## config.mk

```make
export PLATFORM = sky130hd
export DESIGN_NAME = ccff_chain_loader
export DESIGN_NICKNAME = d
export VERILOG_FILES = /design/src/rtl/ccff_chain_loader.sv
export SDC_FILE = /design/constraint.sdc
export NUM_CORES = 1
export LEC_CHECK = 0
export BUFFER_PORTS_ARGS = -buffer_cell sky130_fd_sc_hd__buf_2
export CAP_MARGIN = 20
export CELL_PAD_IN_SITES_DETAIL_PLACEMENT = 2
export CELL_PAD_IN_SITES_GLOBAL_PLACEMENT = 2
export CORE_ASPECT_RATIO = 1.4
export CORE_MARGIN = 1
export CORE_UTILIZATION = 29
export DETAILED_ROUTE_END_ITERATION = 8
export GPL_TIMING_DRIVEN = 0
export PLACE_DENSITY_LB_ADDON = 0.1
export SETUP_SLACK_MARGIN = 0.4
export SYNTH_ARGS = -nofsm -noshare
export SYNTH_HDL_FRONTEND = slang
export SYNTH_SLANG_ARGS = --single-unit
```

## constraint.sdc

```tcl
create_clock -name prog_clk -period 1.4 [get_ports prog_clk]
set_input_delay 0.07 -clock prog_clk [delete_from_list [all_inputs] [get_ports prog_clk]]
set_output_delay 0.07 -clock prog_clk [all_outputs]
set_load 0.05 [all_outputs]
```

## src/rtl/ccff_chain_loader.sv

```systemverilog
// ccff_chain_loader
//
// Serialises a stream of configuration bytes into a downstream ccff
// (configuration flip-flop) shift chain of CHAIN_LEN bits. Bytes arrive
// over a valid/ready handshake and are shifted MSB first. Each byte takes
// one handshake cycle and then up to eight shift cycles. While it shifts,
// the loader XORs every bit that falls out of the chain tail into a
// readback parity.
//
// Ports
//   prog_clk         in   single clock for all logic
//   pReset           in   synchronous active-high reset
//   start            in   one-cycle request to begin a chain load
//   cfg_byte[7:0]    in   configuration byte, sent MSB first
//   cfg_valid        in   cfg_byte is valid
//   cfg_ready        out  loader accepts cfg_byte this cycle (combinational)
//   ccff_head        out  serial data into the chain head (registered)
//   config_enable    out  chain shift enable, high on shift cycles only
//   ccff_tail        in   serial readback from the chain tail
//   busy             out  high while a load is in progress
//   done             out  high once a load has completed
//   readback_parity  out  XOR of all tail bits sampled during the last load

module ccff_chain_loader #(
    parameter int CHAIN_LEN = 1
) (
    input  logic       prog_clk,
    input  logic       pReset,
    input  logic       start,
    input  logic [7:0] cfg_byte,
    input  logic       cfg_valid,
    output logic       cfg_ready,
    output logic       ccff_head,
    output logic       config_enable,
    input  logic       ccff_tail,
    output logic       busy,
    output logic       done,
    output logic       readback_parity
);

    localparam int CW = $clog2(CHAIN_LEN + 1);

    typedef enum logic [1:0] {
        IDLE,
        LOAD,
        DONE
    } state_t;

    state_t        state;
    state_t        state_next;
    logic [CW-1:0] bits_left;
    logic [CW-1:0] bits_left_next;
    logic [7:0]    shift_buf;
    logic [7:0]    shift_buf_next;
    logic [3:0]    buf_cnt;
    logic [3:0]    buf_cnt_next;
    logic          head_next;
    logic          enable_next;
    logic          parity_next;
    logic          busy_next;
    logic          done_next;
    logic [12:0]   bits_left_wide;
    logic          handshake;

    // Widen the counter to a fixed width so the min(8, bits_left) test
    // is well formed for every CHAIN_LEN, including CHAIN_LEN = 1.
    assign bits_left_wide = 13'(bits_left);

    // A byte is requested only when the buffer has fully drained and bits
    // remain. bits_left counts bits that have not been shifted yet. An
    // empty buffer means every accepted bit has already gone out, so
    // bits_left equals the bits still to be fetched. The ready is masked
    // during reset so that upstream never sees a handshake the loader
    // then discards.
    assign cfg_ready = (state == LOAD) && (buf_cnt == 4'd0) &&
                       (bits_left != '0) && !pReset;
    assign handshake = cfg_valid && cfg_ready;

    // Next-state and next-output logic. Every output apart from cfg_ready
    // is registered, so this block computes the values the outputs take
    // after the coming edge.
    always_comb begin
        state_next     = state;
        bits_left_next = bits_left;
        shift_buf_next = shift_buf;
        buf_cnt_next   = buf_cnt;
        head_next      = ccff_head;
        enable_next    = 1'b0;
        parity_next    = readback_parity;

        // A high config_enable marks a cycle in which the chain shifts on
        // the coming edge. The bit leaving the tail on that edge is an old
        // chain bit, so it is folded into the parity.
        if (config_enable) begin
            parity_next = readback_parity ^ ccff_tail;
        end

        case (state)
            IDLE, DONE: begin
                if (start) begin
                    state_next     = LOAD;
                    bits_left_next = CW'(CHAIN_LEN);
                    shift_buf_next = 8'd0;
                    buf_cnt_next   = 4'd0;
                    parity_next    = 1'b0;
                end
            end

            LOAD: begin
                if (buf_cnt != 4'd0) begin
                    head_next      = shift_buf[7];
                    enable_next    = 1'b1;
                    shift_buf_next = {shift_buf[6:0], 1'b0};
                    buf_cnt_next   = buf_cnt - 4'd1;
                    if (bits_left != '0) begin
                        bits_left_next = bits_left - CW'(1);
                    end
                end else if (bits_left == '0) begin
                    // The final bit is on config_enable this cycle, so its
                    // shift completes on this edge.
                    state_next = DONE;
                end else if (handshake) begin
                    // Only the top min(8, bits_left) bits are ever shifted.
                    // Low bits past the end of the chain stay unused in the
                    // buffer.
                    shift_buf_next = cfg_byte;
                    buf_cnt_next   = (bits_left_wide >= 13'd8) ? 4'd8
                                                               : bits_left_wide[3:0];
                end
            end

            default: begin
                state_next = IDLE;
            end
        endcase

        busy_next = (state_next == LOAD);
        done_next = (state_next == DONE);
    end

    // State and output registers with synchronous reset. Reset abandons a
    // load in progress. The chain contents are not touched.
    always_ff @(posedge prog_clk) begin
        if (pReset) begin
            state           <= IDLE;
            bits_left       <= '0;
            shift_buf       <= 8'd0;
            buf_cnt         <= 4'd0;
            ccff_head       <= 1'b0;
            config_enable   <= 1'b0;
            busy            <= 1'b0;
            done            <= 1'b0;
            readback_parity <= 1'b0;
        end else begin
            state           <= state_next;
            bits_left       <= bits_left_next;
            shift_buf       <= shift_buf_next;
            buf_cnt         <= buf_cnt_next;
            ccff_head       <= head_next;
            config_enable   <= enable_next;
            busy            <= busy_next;
            done            <= done_next;
            readback_parity <= parity_next;
        end
    end

endmodule

```

Word-level counts from Yosys, hierarchy flattened
Cells that the tools add are included.
Word-level totals
  bits in registers: 20
  bits of input ports: 13
  output and inout port bits: 6
  logic and storage cells: 59
Cells by class
  add/subtract/negate cells: 2
  magnitude comparators: 1
  eq/ne operators: 8
  multiplexer cells: 23
  bitwise gates (word level): 2
  reduce and logical (&&, ||, !) cells: 14
Operators with widths (number)
  2-to-1 mux 8 bit: 4
  2-to-1 mux 4 bit: 5
  one-hot mux 8 bit (2 select lines): 1
  one-hot mux 4 bit (2 select lines): 1
  2-to-1 mux 1 bit: 7
  2-to-1 mux 2 bit: 3
  inequality test 3 x 2 -> 1 bit (second input constant): 2
  == test 2 x 1 -> 1 bit (second input constant): 2
  == test 2 bit (second input constant): 2
  >= comparator 1 x 4 -> 1 bit (second input constant): 1
  logical AND 1 bit: 4
  zero test 4 bit: 1
  one-hot mux 2 bit (2 select lines): 1
  AND reduction 4 bit: 1
  nonzero test 4 bit: 1
  OR reduction 2 bit: 2
  subtractor 4 x 1 -> 4 bit (second input constant): 1
  AND reduction 3 bit: 1
  zero test 2 bit: 1
  inequality test 2 x 1 -> 1 bit (second input constant): 1
  inequality test 2 bit (second input constant): 1
  one-hot mux 1 bit (2 select lines): 1
  AND reduction 2 bit: 1
  nonzero test 2 bit: 1
  other kinds (4): 4

Logic depth before layout (Yosys ltp)
  depth in word-level cells: 9
  mapped depth: 7
  mapped depth without buffers: 6

Worst setup path after synthesis
No wires, ideal clock.
  path kind: register to output
  from: register buf_cnt[0]
  to: output port cfg_ready
  arrival time: 2.191 ns
  setup slack: -0.861 ns
  cell stages (with the launch flop): 7
  buffers on the path: 1
  cell sequence: dfxtp_1 > inv_1 > ha_1 > nor3b_4 > buf_6 > nand2_4 > nor3b_1
On the way
  word-level cells in the longest chain between the ends: 4
Ends and longest elaborated chain
  start, declared: RTL line 55  | logic [3:0] buf_cnt;
  start signal, assigned: RTL line 158  | buf_cnt <= buf_cnt_next;
  zero test 4 bit: RTL line 75  | assign cfg_ready = (state == LOAD) && (buf_cnt == 4'd0) &&
  logical AND 1 bit (2 in a row): RTL line 75
  logical AND 1 bit: RTL line 76  | (bits_left != '0) && !pReset;
  end, declared: RTL line 32  | output logic cfg_ready,
Every way passes these cells.

Worst setup path in the final report
Same ends and word-level chain as after synthesis.

==> parameters.txt <==
Parameter                              Value

Synthesis
  Number of flip-flops and latches in the synthesized netlist ... 20
  Number of synthesized flops with an enable pin ... 0
  Syn_nets ... around 110
  Share of the synthesized area in the top cell type ... 0.447
  Biggest area contributors in the synthesized netlist ... sky130_fd_sc_hd__dfxtp_1, sky130_fd_sc_hd__mux2i_1, sky130_fd_sc_hd__o2bb2ai_1, sky130_fd_sc_hd__nand2_1, sky130_fd_sc_hd__a21oi_1
  Post-synth top flop ... sky130_fd_sc_hd__dfxtp_1
  Gate count after technology mapping ... 91
  Average footprint of a synthesized cell ... 9.84 µm²
  Total standard cell area after synthesis ... 896 µm²
  Number of distinct library cells after synthesis ... 32
  Yosys warning total ... 0
  Sequential-to-total area share from yosys stat ... 0.447
  Cell type contributing the most total cell area after synthesis ... sky130_fd_sc_hd__dfxtp_1
  Post-synthesis async set-or-reset flop share ... 0

Critical path
  Startpoint-to-endpoint class of the critical path ... reg -> out
  CP Cell Sequence ... inv_2, ha_4, nor3b_4, buf_6, nand2_8, nor3b_4, buf_6
  Launching element type of the critical path ... register
  Endpoint class of the critical path ... primary output
  Largest fanout on the critical path ... 2
  Critical-path top delay cell ... sky130_fd_sc_hd__dfxtp_2
  Arrival time of data at the critical path endpoint ... 1600 ps
  Critical path required time ... 1330 ps
  Largest incremental delay on the critical path ... between 300 and 400 ps
  Internal reg-to-reg setup slack ... -200 ps

Clock network
  Hold bufs inserted after CTS ... 0
  TritonCTS Sinks ... 20
  Register clock-pin slew on the reported worst setup and hold paths ... 80 ps
  Total clock buffers created by CTS ... 3
  # H-tree levels ... 1
  CTS tree ... built
  Max Root-Sink Buffers ... 2
  Clock latency at the later pin of the worst-skew pair ... ~260 ps
  CTS root buf ... sky130_fd_sc_hd__clkbuf_8

Timing
  Slew Limit Headroom ... 0.614
  Post-route clock period utilization ... 1.19
  Final worst path period need ... between 1500 and 2000 ps
  Max-slew violation count ... 0
  Upper clock frequency limit ... about 600 MHz
  Fin Clk Skew ... 3.33 ps
  Total count of hold-check failures in the final report ... 0
  Number of endpoints failing setup at the final stage ... 19
  Total negative slack ... -3040 ps
  Post-route setup slack ... -268 ps
  Worst slew pin tran ... between 500 and 600 ps
  Unrepaired setup endpoints after global routing ... yes

Power
  Clock network power share ... 0.344
  Internal ... between 1 and 1.5 mW
  Share of total power in combinational logic ... 0.296
  Leakage Power ... about 0.59 nW
  Flop pwr share ... 0.361
  Maximum VDD drop ... between 0.6 and 0.7 mV
  Switch Pwr ... between 500 and 600 µW
  Switching portion of total power ... 0.292
  Power, Total ... ~1.7 mW
  Pwr dens ... roughly 1300 nW/µm²

Floorplanning
  Die Footprint ... around 3300 µm²
  Starting Density ... 0.308
  Number of cell rows ... 23
  Die extent in x ... 49.0 µm
  Placeable Area ... 2910 µm²
  Number of top-level pins ... 19
  Die Y-Extent ... 67.8 µm

Place
  RePlAce Congestion ... approximately 0.71
  Count of port buffers added during placement ... 18
  Post-placement cell area ... approximately 1100 µm²
  Sum of net half-perimeters after detailed placement ... roughly 1900 µm

Layout
  Relative area change from synthesis to final layout ... 50.0%
  Ant. Diodes ... 0
  Number of nets in the layout ... 140
  Fraction of layout cells with a size suffix above 1 ... 0.488
  Final Util ... 0.462
  Layout Cell Area excl Fill ... between 1000 and 1500 µm²

Run status
  Violations in the final reports ... negative setup slack
  Status ... finished, violations left

Route
  Remaining design rule violation count ... 0
  Via density per instance ... 5.15
  Drt wl/cell ... about 19 µm
  Pre-Repair DR Iteration Count ... 2
  Total routed wirelength ... roughly 3000 µm
  Antenna-violating nets left ... 0
  Metal-1 WL ... roughly 1100 µm
  Detailed Route Iter0 Violations ... 2
  Uppermost signal routing layer after detailed routing ... met4
  Met3 routed wirelength ... 56 µm
  Routed wire length on met2 ... approximately 1800 µm
  Total vias in the final route ... 834

Global route
  Via count of the first global-routing pass ... between 900 and 1000
  Global-route wire length before repair ... between 4000 and 5000 µm
  Global-route total usage across every layer ... 0.206
  Maximum number of pins on one net before global-route repair ... 13
  Overall overflow remaining after global route ... 0
  Antenna violations before repair ... 0

Flow run
  Max-capacitance violation count ... 0

Hold path
  Min-Delay Path Class ... in -> reg
-- cell type report --
type	count	area, µm²
buffer	3	22.5
clock buffer	3	41.3
clock inverter	1	30.0
fill	321	1560
inverter	4	15.0
multi-input combinational	64	578
sequential	20	405
tap	37	46.3
timing repair buffer	30	205
-- final timing paths --
path,startpoint,end,cells after the start
setup / recovery,buf_cnt[0]$_SDFFE_PP0P_,cfg_ready,7
hold / removal,cfg_byte[5],shift_buf[5]$_SDFFE_PP0P_,3
setup reg to reg,buf_cnt[0]$_SDFFE_PP0P_,busy$_SDFF_PP0_,7
hold reg to reg,ccff_head$_SDFFE_PP0P_,ccff_head$_SDFFE_PP0P_,2
-- sequential cells by signal, summed over array words and instances, names as in the netlist --
register,flops
bits_left,1
buf_cnt,4
busy,1
ccff_head,1
config_enable,1
done,1
readback_parity,1
shift_buf,8
state,2
-- cells in the mapped netlist, drive strengths merged, types with 2 or more instances --
master   count
inv          4
nor3         3
o21ai        2
nand2       11
nor3b        2
nand3        5
a31o         2
nor2         5
a21oi        7
o2bb2ai      6
dfxtp       20
mux2i        7
clkbuf       2
-- cells in the final DEF (no fill, tap or decap), types with 2 or more instances in the layout --
master | synthesis | final
sky130_fd_sc_hd__a21oi_1 | 6 | 5
sky130_fd_sc_hd__buf_6 | 1 | 7
sky130_fd_sc_hd__nand3_1 | 5 | 5
sky130_fd_sc_hd__dfxtp_1 | 20 | 16
sky130_fd_sc_hd__nor2_1 | 5 | 4
sky130_fd_sc_hd__clkbuf_8 | 0 | 3
sky130_fd_sc_hd__nand2_4 | 2 | 2
sky130_fd_sc_hd__nor3b_4 | 1 | 2
sky130_fd_sc_hd__inv_1 | 4 | 2
sky130_fd_sc_hd__nand2_1 | 9 | 7
sky130_fd_sc_hd__dfxtp_2 | 0 | 4
sky130_fd_sc_hd__buf_2 | 0 | 17
sky130_fd_sc_hd__buf_4 | 0 | 7
sky130_fd_sc_hd__nor3_1 | 3 | 3
sky130_fd_sc_hd__mux2i_1 | 7 | 6
sky130_fd_sc_hd__inv_2 | 0 | 2
sky130_fd_sc_hd__o2bb2ai_1 | 6 | 6
-- power by group through the flow --
stage                     Clock [mW]  Combinational, mW  Sequential (mW)
final                          0.593              0.510            0.623
after floorplan                    0              0.221            0.652
after detailed placement           0              0.328            0.637
after CTS                      0.607              0.477            0.623
after global routing           0.630              0.545            0.627
after global placement             0              0.314            0.635
-- worst max-delay path, delay by kind of cell (launching register included) --
| kind | cells | cell delay, ps |
|---|---|---|
| adder cells (fa/ha/maj) | 1 | 130 |
| buffers and inverters | 3 | 400 |
| flip-flops | 1 | 330 |
| AND/OR/NAND/NOR | 3 | 450 |
-- logic make-up (layout without fill, tap and decap cells) --
| kind of cell | count (synthesis) | count (layout) | share of synthesized area |
|---|---|---|---|
| DFF | 20 | 20 | 0.447 |
| adders and majority gates | 1 | 1 | 0.0140 |
| muxes | 7 | 7 | 0.0782 |
| and+or+nand+nor | 33 | 33 | 0.226 |
| buffers and inverters | 7 | 41 | 0.0377 |
| AOI/OAI and AO/OA | 22 | 22 | 0.187 |
| xor gates and xnor gates | 1 | 1 | 0.00978 |
-- per-layer routing --
metal | up-vias | GRT usage
met3 | 7 | 0.0248
li1 | 398 | -
met5 | - | 0
met1 | 411 | 0.199
met2 | 18 | 0.431
met4 | 0 | 0.0882
-- timing repair --
action                                  4_1_cts  5_1_grt
setup buffers                                10        2
gates cloned                                  0        0
resized for setup                            24        4
endpoints found under the setup margin       21       21
pin swaps                                    13        2
-- through the flow --
stage	setup WS, ps	instances	hold slack [ps]
after global routing	-360	162	115
final	-268	162	86.6
after floorplan	-157	91	248
after detailed placement	-244	146	357
after global placement	-243	146	337
after CTS	-263	160	75.4
Note: power is estimated with default switching activity, not from simulation.
